===== src/rtl/serial_slt_unit_if.sv =====
// Operand/result handshake bundle for the serial compare unit.
// master drives operands and consumes the result; slave is the unit.
interface serial_slt_unit_if #(
    parameter int WIDTH = 32
);
    logic             in_valid;
    logic             in_ready;
    logic [WIDTH-1:0] a;
    logic [WIDTH-1:0] b;
    logic [1:0]       mode;
    logic             out_valid;
    logic             out_ready;
    logic [WIDTH-1:0] result;

    modport master (
        output in_valid, a, b, mode, out_ready,
        input  in_ready, out_valid, result
    );

    modport slave (
        input  in_valid, a, b, mode, out_ready,
        output in_ready, out_valid, result
    );
endinterface


===== src/rtl/serial_slt_unit.sv =====
// Multi-cycle SLT/SLTU/SEQ/SLE comparator, CHUNK bits per clock,
// LSB chunk first; each higher differing chunk overrides the decision.
module serial_slt_unit #(
    parameter int WIDTH = 32,
    parameter int CHUNK = 8
) (
    input  logic             clk,
    input  logic             reset,
    serial_slt_unit_if.slave bus
);
    localparam int N  = WIDTH / CHUNK;
    localparam int CW = (N > 1) ? $clog2(N) : 1;

    localparam logic [1:0] M_SEQ = 2'b10;
    localparam logic [1:0] M_SLE = 2'b11;

    if (WIDTH < 2 || (WIDTH % CHUNK) != 0) begin : g_bad_param
        $error("serial_slt_unit: WIDTH must be >= 2 and a multiple of CHUNK");
    end

    typedef enum logic [1:0] {IDLE, RUN, DONE} state_e;

    state_e           state_q;
    logic [CW-1:0]    cnt_q;
    logic [WIDTH-1:0] a_q;
    logic [WIDTH-1:0] b_q;
    logic [1:0]       mode_q;
    logic             lt_q;
    logic             eq_q;
    logic             res_q;
    logic             out_valid_q;

    logic [CHUNK-1:0] a_chunk;
    logic [CHUNK-1:0] b_chunk;
    logic             lt_d;
    logic             eq_d;
    logic             last;
    logic [WIDTH-1:0] msb_flip;

    // Signed modes flip the sign bits so the chunk walk stays unsigned.
    assign msb_flip = {(bus.mode[1] == bus.mode[0]), {(WIDTH-1){1'b0}}};
    assign last     = (cnt_q == CW'(N - 1));
    assign a_chunk  = a_q[CHUNK-1:0];
    assign b_chunk  = b_q[CHUNK-1:0];

    always_comb begin
        lt_d = lt_q;
        eq_d = eq_q;
        if (a_chunk != b_chunk) begin
            lt_d = (a_chunk < b_chunk);
            eq_d = 1'b0;
        end
    end

    always_ff @(posedge clk) begin
        if (reset) begin
            state_q     <= IDLE;
            cnt_q       <= '0;
            a_q         <= '0;
            b_q         <= '0;
            mode_q      <= '0;
            lt_q        <= 1'b0;
            eq_q        <= 1'b0;
            res_q       <= 1'b0;
            out_valid_q <= 1'b0;
        end else begin
            unique case (state_q)
                IDLE: begin
                    if (bus.in_valid) begin
                        a_q     <= bus.a ^ msb_flip;
                        b_q     <= bus.b ^ msb_flip;
                        mode_q  <= bus.mode;
                        lt_q    <= (bus.mode == M_SLE);
                        eq_q    <= 1'b1;
                        cnt_q   <= '0;
                        state_q <= RUN;
                    end
                end
                RUN: begin
                    // Operands shift down so the live chunk is always at bit 0.
                    a_q   <= a_q >> CHUNK;
                    b_q   <= b_q >> CHUNK;
                    lt_q  <= lt_d;
                    eq_q  <= eq_d;
                    cnt_q <= cnt_q + CW'(1);
                    if (last) begin
                        res_q       <= (mode_q == M_SEQ) ? eq_d : lt_d;
                        out_valid_q <= 1'b1;
                        cnt_q       <= '0;
                        state_q     <= DONE;
                    end
                end
                DONE: begin
                    if (bus.out_ready) begin
                        out_valid_q <= 1'b0;
                        state_q     <= IDLE;
                    end
                end
                default: state_q <= IDLE;
            endcase
        end
    end

    assign bus.in_ready  = (state_q == IDLE) && !reset;
    assign bus.out_valid = out_valid_q;
    assign bus.result    = {{(WIDTH-1){1'b0}}, res_q};
endmodule

===== src/flat_wrapper.sv =====
// flat-port wrapper written by rule: the top's interface ports become plain ports
module serial_slt_unit_flat 
#(
    parameter int WIDTH = 32,
    parameter int CHUNK = 8
)
  (clk, reset, bus_in_valid, bus_a, bus_b, bus_mode, bus_out_ready, bus_in_ready, bus_out_valid, bus_result);
  serial_slt_unit_if #(.WIDTH(WIDTH)) bus_i ();
  input  logic clk;
  input  logic reset;
  input wire logic [$bits(bus_i.in_valid)-1:0] bus_in_valid;
  input wire logic [$bits(bus_i.a)-1:0] bus_a;
  input wire logic [$bits(bus_i.b)-1:0] bus_b;
  input wire logic [$bits(bus_i.mode)-1:0] bus_mode;
  input wire logic [$bits(bus_i.out_ready)-1:0] bus_out_ready;
  output wire logic [$bits(bus_i.in_ready)-1:0] bus_in_ready;
  output wire logic [$bits(bus_i.out_valid)-1:0] bus_out_valid;
  output wire logic [$bits(bus_i.result)-1:0] bus_result;
  assign bus_i.in_valid = bus_in_valid;
  assign bus_i.a = bus_a;
  assign bus_i.b = bus_b;
  assign bus_i.mode = bus_mode;
  assign bus_i.out_ready = bus_out_ready;
  assign bus_in_ready = bus_i.in_ready;
  assign bus_out_valid = bus_i.out_valid;
  assign bus_result = bus_i.result;
  serial_slt_unit #(.WIDTH(WIDTH), .CHUNK(CHUNK)) u_core (.clk(clk), .reset(reset), .bus(bus_i));
endmodule

===== config.mk =====
export PLATFORM = sky130hd
export DESIGN_NAME = serial_slt_unit_flat
export DESIGN_NICKNAME = d
export VERILOG_FILES = /design/src/rtl/serial_slt_unit_if.sv /design/src/rtl/serial_slt_unit.sv /design/src/flat_wrapper.sv
export SDC_FILE = /design/constraint.sdc
export NUM_CORES = 1
export LEC_CHECK = 0
export ABC_AREA = 1
export BUFFER_PORTS_ARGS = -buffer_cell sky130_fd_sc_hd__buf_2
export CAP_MARGIN = 20
export CORE_AREA = 8 8 109 111
export DETAILED_ROUTE_END_ITERATION = 12
export DIE_AREA = 0 0 117 119
export PLACE_DENSITY = 0.58
export SLEW_MARGIN = 20
export SYNTH_ARGS = -nofsm -noshare
export SYNTH_HDL_FRONTEND = slang
export SYNTH_SLANG_ARGS = --single-unit

===== constraint.sdc =====
create_clock -name clk -period 2.5 [get_ports clk]
set_input_delay 0.625 -clock clk [delete_from_list [all_inputs] [get_ports clk]]
set_output_delay 0.625 -clock clk [all_outputs]
set_load 0.005 [all_outputs]

Word level (Yosys, flattened, before mapping)
Index checks and enable logic that the tools add are counted.
{ "totals": {"ff_bits": 74, "out_inout_bits": 34} }
{ "op_classes": {"add_sub_neg": 1, "order_cmp": 1, "n_eq_ne": 10, "n_mux": 21, "n_bitwise": 2, "n_reduce_logical": 10} }
{ "op_table": {"columns": ["op", "count"], "rows": [
  ["case mux 32 bit (2 select lines)", 2],
  ["two-way mux 32 bit", 2],
  ["bitwise XOR 32 bit", 2],
  ["two-way mux 2 bit", 5],
  ["== test 2 bit, second input constant", 4],
  ["less-than comparator 8 bit", 1],
  ["inequality test 8 bit", 1],
  ["two-way mux 1 bit", 7],
  ["case mux 1 bit (2 select lines)", 3],
  ["case mux 2 bit (3 select lines)", 1],
  ["AND reduction 2 bit", 3],
  ["AND reduction 3 bit", 2],
  ["inequality test 2 bit, second input constant", 2],
  ["case mux 2 bit (2 select lines)", 1],
  ["nonzero test 2 bit", 2],
  ["adder 2 x 1 -> 2 bit, second input constant", 1],
  ["== test 2 x 1 -> 1 bit, second input constant", 1],
  ["zero test 2 bit", 1],
  ["inequality test 2 x 1 -> 1 bit, second input constant", 1],
  ["== test 1 bit", 1],
  ["logical AND 1 bit", 1],
  ["zero test 1 bit", 1]
]} }

Depth between registers and ports, before layout
Gate-level depths: netlist of run 1.
{ "depth": {"ltp_word": 4, "mapped_depth": 12, "depth_no_buf": 12} }

Worst setup path before layout of run 1
No wires, ideal clock.
{ "synth_timing": {"kind": "input-to-output", "start": "input port reset", "end": "output port bus_in_ready", "t_arrival_ps": 785, "t_required_ps": 1875, "slack_ps": 1090, "path_stages": 1, "n_path_buf": 0, "cell_sequence": "nor3_1"} }
{ "synth_between": {"elab_chain_len": 2} }
{ "synth_lines": {"columns": ["element", "line", "rtl"], "rows": [
  ["start, declared", "flat_wrapper.sv:10", "input logic reset;"],
  ["zero test 1 bit", "serial_slt_unit.sv:104", "assign bus.in_ready = (state_q == IDLE) && !reset;"],
  ["logical AND 1 bit", "serial_slt_unit.sv:104", null],
  ["end, declared", "flat_wrapper.sv:16", "output wire logic [$bits(bus_i.in_ready)-1:0] bus_in_ready;"]
]} }
No other way between the ends.

Final worst setup path of run 1
{ "layout_timing": {"start": "register u_core.state_q[0]", "end": "register u_core.b_q[6]"} }
{ "layout_between": {"elab_chain_len": 3} }
{ "layout_lines": {"columns": ["element", "line", "rtl"], "rows": [
  ["start, declared", "serial_slt_unit.sv:23", "state_e state_q;"],
  ["start signal, assigned", "serial_slt_unit.sv:57", "state_q <= IDLE;"],
  ["start signal, assigned", "serial_slt_unit.sv:76", "state_q <= RUN;"],
  ["start signal, assigned", "serial_slt_unit.sv:90", "state_q <= DONE;"],
  ["== test 2 x 1 -> 1 bit or zero test 2 bit (tied branches)", "serial_slt_unit.sv:67", "unique case (state_q)"],
  ["nonzero test 2 bit (no source line) or inequality test 2 bit (tied branches)", null, null],
  ["AND reduction 2 bit (no source line)", null, null],
  ["end signal, assigned", "serial_slt_unit.sv:71", "b_q <= bus.b ^ msb_flip;"],
  ["end signal, assigned", "serial_slt_unit.sv:82", "b_q <= b_q >> CHUNK;"],
  ["end, declared", "serial_slt_unit.sv:26", "logic [WIDTH-1:0] b_q;"]
]} }
Several ways; a longest one is shown, not always the timed one.
A chain may end at the register's enable or synchronous reset.

==> flow_summary_export.csv, run 1 <==
group,metric,value,unit
detailed_routing,highest_layer,"met4",
detailed_routing,drc,0,
sta,drv_slew,0,
clock_network,clock_path_buffers,2,
sta,setup_viol,0,
power,ir_drop,0.2852,mV
power,p_leak,1.798,nW
grt,grt_pass1_wl,14350,um
hold_path,hold_depth,2,
synth,netlist.top_cell.by_area,"dfxtp_1",
layout,drive_gt1_share,19.77,%
synth,syn_area_per_cell,7.454,sq um
setup_path,reg2regPathDepth,7,
sta,skew,8.819,ps
place,pre_cts_ws,672.8,ps
grt,grt_pass1_vias,3107,
setup_path,startpoint,"u_core.state_q[0]",
run,maxCapViolCount,0,
detailed_routing,dr.first_iter.drc_count,111,
sta,fin_crit_sh,72.17,%
setup_path,required,2770,ps
power,power_density,734.9,nW/um^2
setup_path,critPathArrivalTime,2080,ps
clock_network,cts_sinks,74,
synth,yosys_warnings,0,
floorplanning,die-area,13920,sq um
detailed_routing,vias,3087,
hold_path,hold_end,"u_core.b_q[24]",
synth,synthMostInstantiatedCell,"nand2_1",
setup_path,critPathKind,"reg2reg",
synth,ys_seq_elements,74,
grt,grt.total_usage,12.80,%
detailed_routing,first_pass_iters,5,
detailed_routing,post_drt_wl_per_cell,13.07,um
setup_path,r2r_start,"u_core.state_q[0]",
place,gp_congestion,0.7861,
grt,grt_max_degree,55,
synth,ys_types,25,
synth,async_flop_share,0,%
layout,areaGrowthSynthToFinish,15.93,%
hold_path,hp-class,"reg2reg",
synth,synth_area_leaders,"dfxtp_1 (42%), nand2_1 (16%), a31oi_1 (8.1%)",
sta,fmax,554.2,MHz
floorplanning,num_rows,37,
power,p_total,2.978,mW
place,portBuffers,72,
clock_network,ctsResizeCount,0,
floorplanning,floorplan.core_area,10090,sq um
sta,min_period,1804,ps
sta,fin_setup_tns,0,ps
setup_path,r2r_end,"u_core.b_q[6]",
detailed_routing,drtAntennaViolNets,0,
synth,synth_top_area_share,42.38,%
synth,ys.flop_type,"dfxtp_1",
detailed_routing,routed-wl-met2,4062,um
clock_network,hold_buffers,0,
synth,synth_common_cells,"nand2_1 (151), dfxtp_1 (74), o21ai_0 (51)",
sta,hold_viol_final,0,
detailed_routing,vias_per_cell,4.628,
sta,rsz0062_at_grt,"no",
synth,yosysSeqAreaShare,42.38,%
detailed_routing,wl_met3,442,um
clock_network,cts_setup_buffers,0,
synth,syn-cell-area,3496,sq um
grt,antenna_found_initial,0,
floorplanning,die_h,119,um
grt,grt_overflow,0,
layout,post-route-util,40.16,%
floorplanning,die_w,117,um
hold_path,worstHoldStart,"u_core.b_q[24]",
sta,tightestPinTransition,593.7,ps
detailed_routing,wl,8721,um
clock_network,cts.clk_slew.worst_paths,70,ps
clock_network,cts_tree,"built",
clock_network,cts_buffers,9,
synth,synth_edf_count,0,
layout,final_nets,606,
floorplanning,ios,104,
floorplanning,start_util,34.64,%
place,hpwl,6417,um
setup_path,r2r_slack,700,ps
clock_network,clk_latency,350,ps
outcome,status,"complete, no violations",
clock_network,cts_max_level,3,
layout,antenna_cells,0,
detailed_routing,wl_met1,4038,um
synth,syn_inst,469,
sta,max-slew-margin-rel,60.38,%
setup_path,end_kind,"flop",
clock_network,clockRootBuffer,"clkbuf_8",
setup_path,cp_max_fo,53,
setup_path,start_kind,"flop",
sta,setup_ws,695.6,ps
[metal layers]
| metal | up-vias | track usage, % |
|---|---|---|
| met1 | 1387 | 15.71 |
| met3 | 13 | 2.072 |
| met4 | 0 | 6.245 |
| met2 | 77 | 21.13 |
| met5 | - | 0 |
| li1 | 1610 | - |
[critical path: stages, from the launching register on]
cell     delay, ps
dfxtp_1        360
inv_2           50
or2_2          310
buf_4          220
nand2_4         80
buf_4          380
o21ai_0        140
a31oi_1        160
[state kept, by name, indices dropped and copies added (netlist names)]
name,cells
u_core.mode_q,2
u_core.bus.out_valid,1
u_core.a_q,32
u_core.b_q,32
u_core.eq_q,1
u_core.res_q,1
u_core.cnt_q,2
u_core.lt_q,1
u_core.state_q,2
[cell usage in the layout (no fill, tap or decap), types with 3 or more instances in the layout]
master / netlist / layout
o21ai_0: 51 / 51
a21oi_1: 28 / 28
dfxtp_1: 74 / 74
buf_4: 34 / 7
bufinv_16: 0 / 3
a31oi_1: 45 / 45
clkinv_2: 1 / 3
nand2_1: 151 / 151
buf_2: 16 / 72
nor2_1: 10 / 10
ha_1: 10 / 10
nand3_1: 3 / 3
clkbuf_8: 0 / 11
conb_1: 1 / 31
inv_1: 17 / 17
[power breakdown]
group          internal, mW  switching, mW  total, mW  leakage, nW
Clock                 0.714          0.438       1.15        0.129
Combinational         0.181          0.300      0.482         1.06
Sequential             1.29         0.0544       1.34        0.612
[how the worst max path moves through the flow]
stage | end | slack (ps) | cells past startpoint
2_1_floorplan | bus_in_ready | 1090 | 1
3_3_place_gp | u_core.lt_q | 720 | 8
3_5_place_dp | u_core.a_q[0] | 670 | 6
4_1_cts | u_core.b_q[6] | 690 | 7
5_1_grt | u_core.b_q[21] | 530 | 7
6_report | u_core.b_q[6] | 700 | 7
[cell type report]
type                       instances  area (sq um)
fill                            1099          6040
multi-input combinational        341          1640
sequential                        74          1481
timing repair buffer              80         432.9
tap                              136         170.2
clock buffer                      11         151.4
clock inverter                     5         100.1
inverter                          20         76.32
[cells by family after synthesis]
group | synth area share, %
compound gates | 20.94
fa+ha+maj | 3.579
other cells | 0.1073
xor+xnor | 0.5012
flops | 42.38
simple gates | 18.58
buf+inv | 13.92
[metrics by stage]
step | hold WS, ps | std cells | cell area [sq um]
global placement | 441.8 | 651 | 3801
detailed placement | 453.8 | 651 | 3801
CTS | 464.7 | 667 | 4053
floorplan | 428.4 | 499 | 3608
finish | 462.5 | 667 | 4053
global route | 484.2 | 667 | 4053
Note: power is estimated with default switching activity, not from simulation.
==> inputs of run 2 (changes only) <==
- clock period: 2.5 -> 1.7 ns (I/O delays scaled with it)
==> run 2 against run 1 <==
Effect of this change: power grew 40%; highest routed layer unchanged; cell count is the same; register-to-register slack got worse by 630 ps; worst hold slack worse by 130 ps; sequential share of layout area is 0.079 points lower; clock skew shrank 3.1 ps; non-clock buffer count up 1; clock power increased by 25%; count of clock-buffer cells in the layout shrank 2.
==> flow_summary_export.csv, run 2 (synthesis results as in run 1) <==
group,metric,value,unit
setup_path,start_kind,"flop",
setup_path,reg2regPathDepth,8,
hold_path,hp-class,"in2reg",
place,gp_congestion,0.7261,
grt,grt_max_degree,54,
clock_network,cts_tree,"built",
setup_path,required,1930,ps
place,portBuffers,72,
layout,num-fill-cells,1111,
grt,grt_overflow,0,
floorplanning,die_h,119,um
grt,grt_pass1_vias,3017,
setup_path,slowest_stage,"dfxtp_1",
layout,layout_common_cells,"nand2_1 (151), dfxtp_1 (74), buf_2 (72)",
sta,hold_viol_final,0,
clock_network,cts_sinks,74,
power,ir_drop,0.3896,mV
layout,final_common_cell,"nand2_1",
clock_network,clockRootBuffer,"clkbuf_8",
clock_network,clock_path_buffers,2,
place,dpl-instance-area,3846,sq um
power,power_density,1024,nW/um^2
grt,grt.total_usage,12.56,%
setup_path,slowest_delay,360,ps
detailed_routing,first_pass_iters,4,
place,pre_cts_ws,33.16,ps
clock_network,cts.clk_slew.worst_paths,80,ps
detailed_routing,vias,3079,
floorplanning,floorplan.core_area,10090,sq um
clock_network,cts_buffers,9,
setup_path,r2r_slack,70,ps
clock_network,cts_setup_buffers,0,
layout,antenna_cells,0,
floorplanning,ios,104,
outcome,status,"complete, no violations",
clock_network,cts_max_level,3,
setup_path,critPathArrivalTime,1860,ps
sta,setup_viol,0,
sta,rsz0062_at_grt,"yes",
setup_path,path_cells,"inv_2, or2_2, nand2_4, clkinvlp_4, nand2_1, nand2_1, inv_1, a21oi_1",
sta,skew,5.719,ps
setup_path,end_kind,"flop",
setup_path,r2r_end,"u_core.lt_q",
layout,drive_gt1_share,20.34,%
sta,setup_ws,69.12,ps
power,p_leak,1.786,nW
run,maxCapViolCount,0,
floorplanning,die_w,117,um
setup_path,critPathKind,"reg2reg",
setup_path,cp_max_fo,20,
setup_path,path_common_cell,"nand2_1",
layout,areaGrowthSynthToFinish,16.18,%
floorplanning,num_rows,37,
hold_path,hold_depth,3,
detailed_routing,drtAntennaViolNets,0,
setup_path,r2r_start,"u_core.state_q[0]",
hold_path,worstHoldStart,"bus_b[30]",
sta,fin_crit_sh,95.93,%
layout,final_nets,607,
grt,antenna_found_initial,0,
clock_network,hold_buffers,0,
detailed_routing,post_drt_wl_per_cell,13.01,um
layout,reg.largest.list,"u_core.a_q (32), u_core.b_q (32)",
sta,fin_setup_tns,0,ps
grt,grt_pass1_wl,14210,um
layout,fin_area,4061,sq um
floorplanning,die-area,13920,sq um
clock_network,clk_latency,340,ps
detailed_routing,drc,0,
hold_path,hold_end,"u_core.b_q[30]",
floorplanning,start_util,34.64,%
sta,drv_slew,0,
sta,min_period,1631,ps
place,hpwl,6466,um
detailed_routing,wl,8675,um
detailed_routing,vias_per_cell,4.616,
sta,holdWs,330.0,ps
power,p_total,4.158,mW
detailed_routing,dr.first_iter.drc_count,182,
sta,fmax,613.2,MHz
[run 2: worst max path at each step]
stage	slack, ps	startpoint	cells past startpoint	end
global placement	120	bus_in_valid	8	u_core.lt_q
global route	-60	u_core.state_q[0]	8	u_core.lt_q
floorplan	380	u_core.b_q[7]	11	u_core.lt_q
detailed placement	30	bus_in_valid	8	u_core.lt_q
CTS	90	u_core.state_q[0]	6	u_core.a_q[8]
finish	70	u_core.state_q[0]	8	u_core.lt_q
[run 2: stage by stage]
step	utilization (%)	instances
2_1_floorplan	-	499
3_3_place_gp	38.11	652
3_5_place_dp	38.11	652
4_1_cts	40.16	667
5_1_grt	40.24	667
6_report	40.24	667
[run 2: per-layer routing]
layer | share of wire (%) | global-route usage [%] | vias to the layer above
met5 | 0 | 0 | -
met4 | 1.5 | 5.524 | 0
met3 | 6.6 | 2.223 | 11
met2 | 47 | 20.77 | 78
met1 | 45 | 15.53 | 1377
li1 | - | - | 1613
[run 2: layout make-up]
class | instances | area (sq um) | area share, %
Timing Repair Buffer | 81 | 478.0 | 11.77
Clock buffer | 9 | 123.9 | 3.050
Clock inverter | 6 | 82.58 | 2.033
Inverter | 20 | 80.08 | 1.972
Sequential cell | 74 | 1481 | 36.48
Tap cell | 136 | 170.2 | 4.190
Multi-Input combinational cell | 341 | 1645 | 40.51
[run 2: power by group]
part | internal, mW | switching (mW)
clock network | 0.810 | 0.628
registers | 1.90 | 0.0807
logic | 0.290 | 0.453
total | 3.00 | 1.16
[run 2: critical path: cells and delay by family, from the launching register on]
family | cells | cell delay (ps)
simple gates | 4 | 680
flops | 1 | 360
buf+inv | 3 | 410
compound gates | 1 | 60
[run 2: what timing repair did]
item	4_1_cts	5_1_grt
gates resized for setup	0	3
hold endpoints to repair	0	0
endpoints found under the setup margin	0	14
==> inputs of run 3 (changes only) <==
- REMOVE_ABC_BUFFERS: default -> 1
==> run 3 against run 2 <==
Effect of this change: count of clock-buffer cells in the layout unchanged; power increased by 4.2%; largest cell class unchanged; design area increased by 1.3%.
==> flow_summary_export.csv, run 3 (synthesis results as in run 1) <==
group,metric,value,unit
place,gp_congestion,0.7270,
layout,areaGrowthSynthToFinish,17.68,%
floorplanning,die_w,117,um
sta,setup_ws,156.8,ps
detailed_routing,vias,3085,
grt,grt_max_degree,48,
grt,grt_pass1_vias,2992,
detailed_routing,drc,0,
layout,drive_gt1_share,21.11,%
floorplanning,floorplan.core_area,10090,sq um
detailed_routing,first_pass_iters,4,
floorplanning,die-area,13920,sq um
outcome,status,"complete, no violations",
floorplanning,die_h,119,um
place,pre_cts_ws,123.6,ps
place,hpwl,6298,um
sta,min_period,1543,ps
floorplanning,start_util,34.64,%
layout,final_common_cell,"nand2_1",
sta,fin_crit_sh,90.78,%
setup_path,end_kind,"flop",
grt,grt.total_usage,12.36,%
clock_network,clock_path_buffers,2,
sta,setup_viol,0,
sta,drv_slew,0,
clock_network,cts_max_level,3,
detailed_routing,vias_per_cell,4.564,
setup_path,cp_max_fo,30,
grt,grt_overflow,0,
power,ir_drop,0.4117,mV
power,p_leak,1.837,nW
sta,skew,6.804,ps
detailed_routing,drtAntennaViolNets,0,
sta,hold_viol_final,0,
floorplanning,ios,104,
floorplanning,num_rows,37,
detailed_routing,post_drt_wl_per_cell,12.63,um
layout,reg.largest.list,"u_core.a_q (32), u_core.b_q (32)",
setup_path,start_kind,"flop",
clock_network,cts_sinks,74,
place,placedCellCount,660,
sta,fin_setup_tns,0,ps
clock_network,cts.clk_slew.worst_paths,80,ps
layout,final_nets,615,
place,portBuffers,72,
power,power_density,1053,nW/um^2
setup_path,critPathArrivalTime,1800,ps
setup_path,critPathKind,"reg2reg",
clock_network,cts_tree,"built",
clock_network,clk_latency,350,ps
sta,rsz0062_at_grt,"no",
detailed_routing,wl,8536,um
sta,fmax,648.0,MHz
hold_path,hp-class,"in2reg",
clock_network,cts_buffers,9,
sta,holdWs,322.9,ps
grt,grt_pass1_wl,13810,um
power,p_total,4.334,mW
detailed_routing,dr.first_iter.drc_count,133,
layout,final_cells,676,
layout,layout_common_cells,"nand2_1 (151), dfxtp_1 (74), buf_2 (72)",
clock_network,clockRootBuffer,"clkbuf_8",
run,maxCapViolCount,0,
grt,antenna_found_initial,0,
layout,antenna_cells,0,
setup_path,required,1960,ps
==> run 3: cell count changes in the layout (fill, tap and decap cells not counted), moves of 2 or more <==
| cell | delta |
|---|---|
| nor2_1 | +2 |
| buf_12 | -3 |
| nor2_2 | -2 |
| buf_4 | +10 |
| clkinv_4 | +2 |
| clkinvlp_4 | -2 |
==> run 3: path summary, 6_finish.rpt <==
check / from / end / slack (ps) / depth (start not counted)
min: bus_a[24] / u_core.a_q[24] / 320 / 3
max: u_core.state_q[0] / u_core.b_q[6] / 160 / 6
max reg2reg: u_core.state_q[0] / u_core.b_q[6] / 160 / 6
min reg2reg: u_core.a_q[0] / u_core.a_q[0] / 460 / 2
==> run 3: repair_timing <==
item	in CTS	in global routing
buffers inserted	0	0
gates resized for setup	0	1
setup endpoints to repair	0	14
hold buffers	0	0
==> run 3: routing by layer <==
metal	GRT usage (%)	wire length (um)	vias to the layer above
li1	-	-	1628
met1	14.50	3789	1358
met2	20.27	3918	88
met3	3.941	687	11
met4	5.044	140	0
met5	0	0	-
==> run 3: cell type report <==
cell class | instances | area (sq um)
Tap cell | 136 | 170.2
Inverter | 20 | 76.32
Multi-Input combinational cell | 341 | 1640
Fill cell | 1112 | 5978
Clock inverter | 7 | 117.6
Timing Repair Buffer | 89 | 504.2
Sequential cell | 74 | 1481
Clock buffer | 9 | 123.9
==> run 3: where the power goes <==
| part | leakage [nW] | total [mW] | internal, mW | switching (mW) |
|---|---|---|---|---|
| clock | 0.123 | 1.63 | 0.974 | 0.656 |
| combinational | 1.10 | 0.730 | 0.293 | 0.437 |
| sequential | 0.612 | 1.97 | 1.90 | 0.0768 |
==> run 3: stage by stage <==
stage                     cell area (sq um)  util (%)
after floorplan                        3198         -
after global placement                 3869     38.33
after detailed placement               3869     38.33
after CTS                              4110     40.73
after global routing                   4114     40.76
final                                  4114     40.76
==> run 3: critical path, cell delays in order, from the launching register on <==
cell	delay (ps)
dfxtp_1	370
inv_2	50
or2_2	340
nand2_4	100
buf_4	280
o21ai_0	120
a31oi_1	190
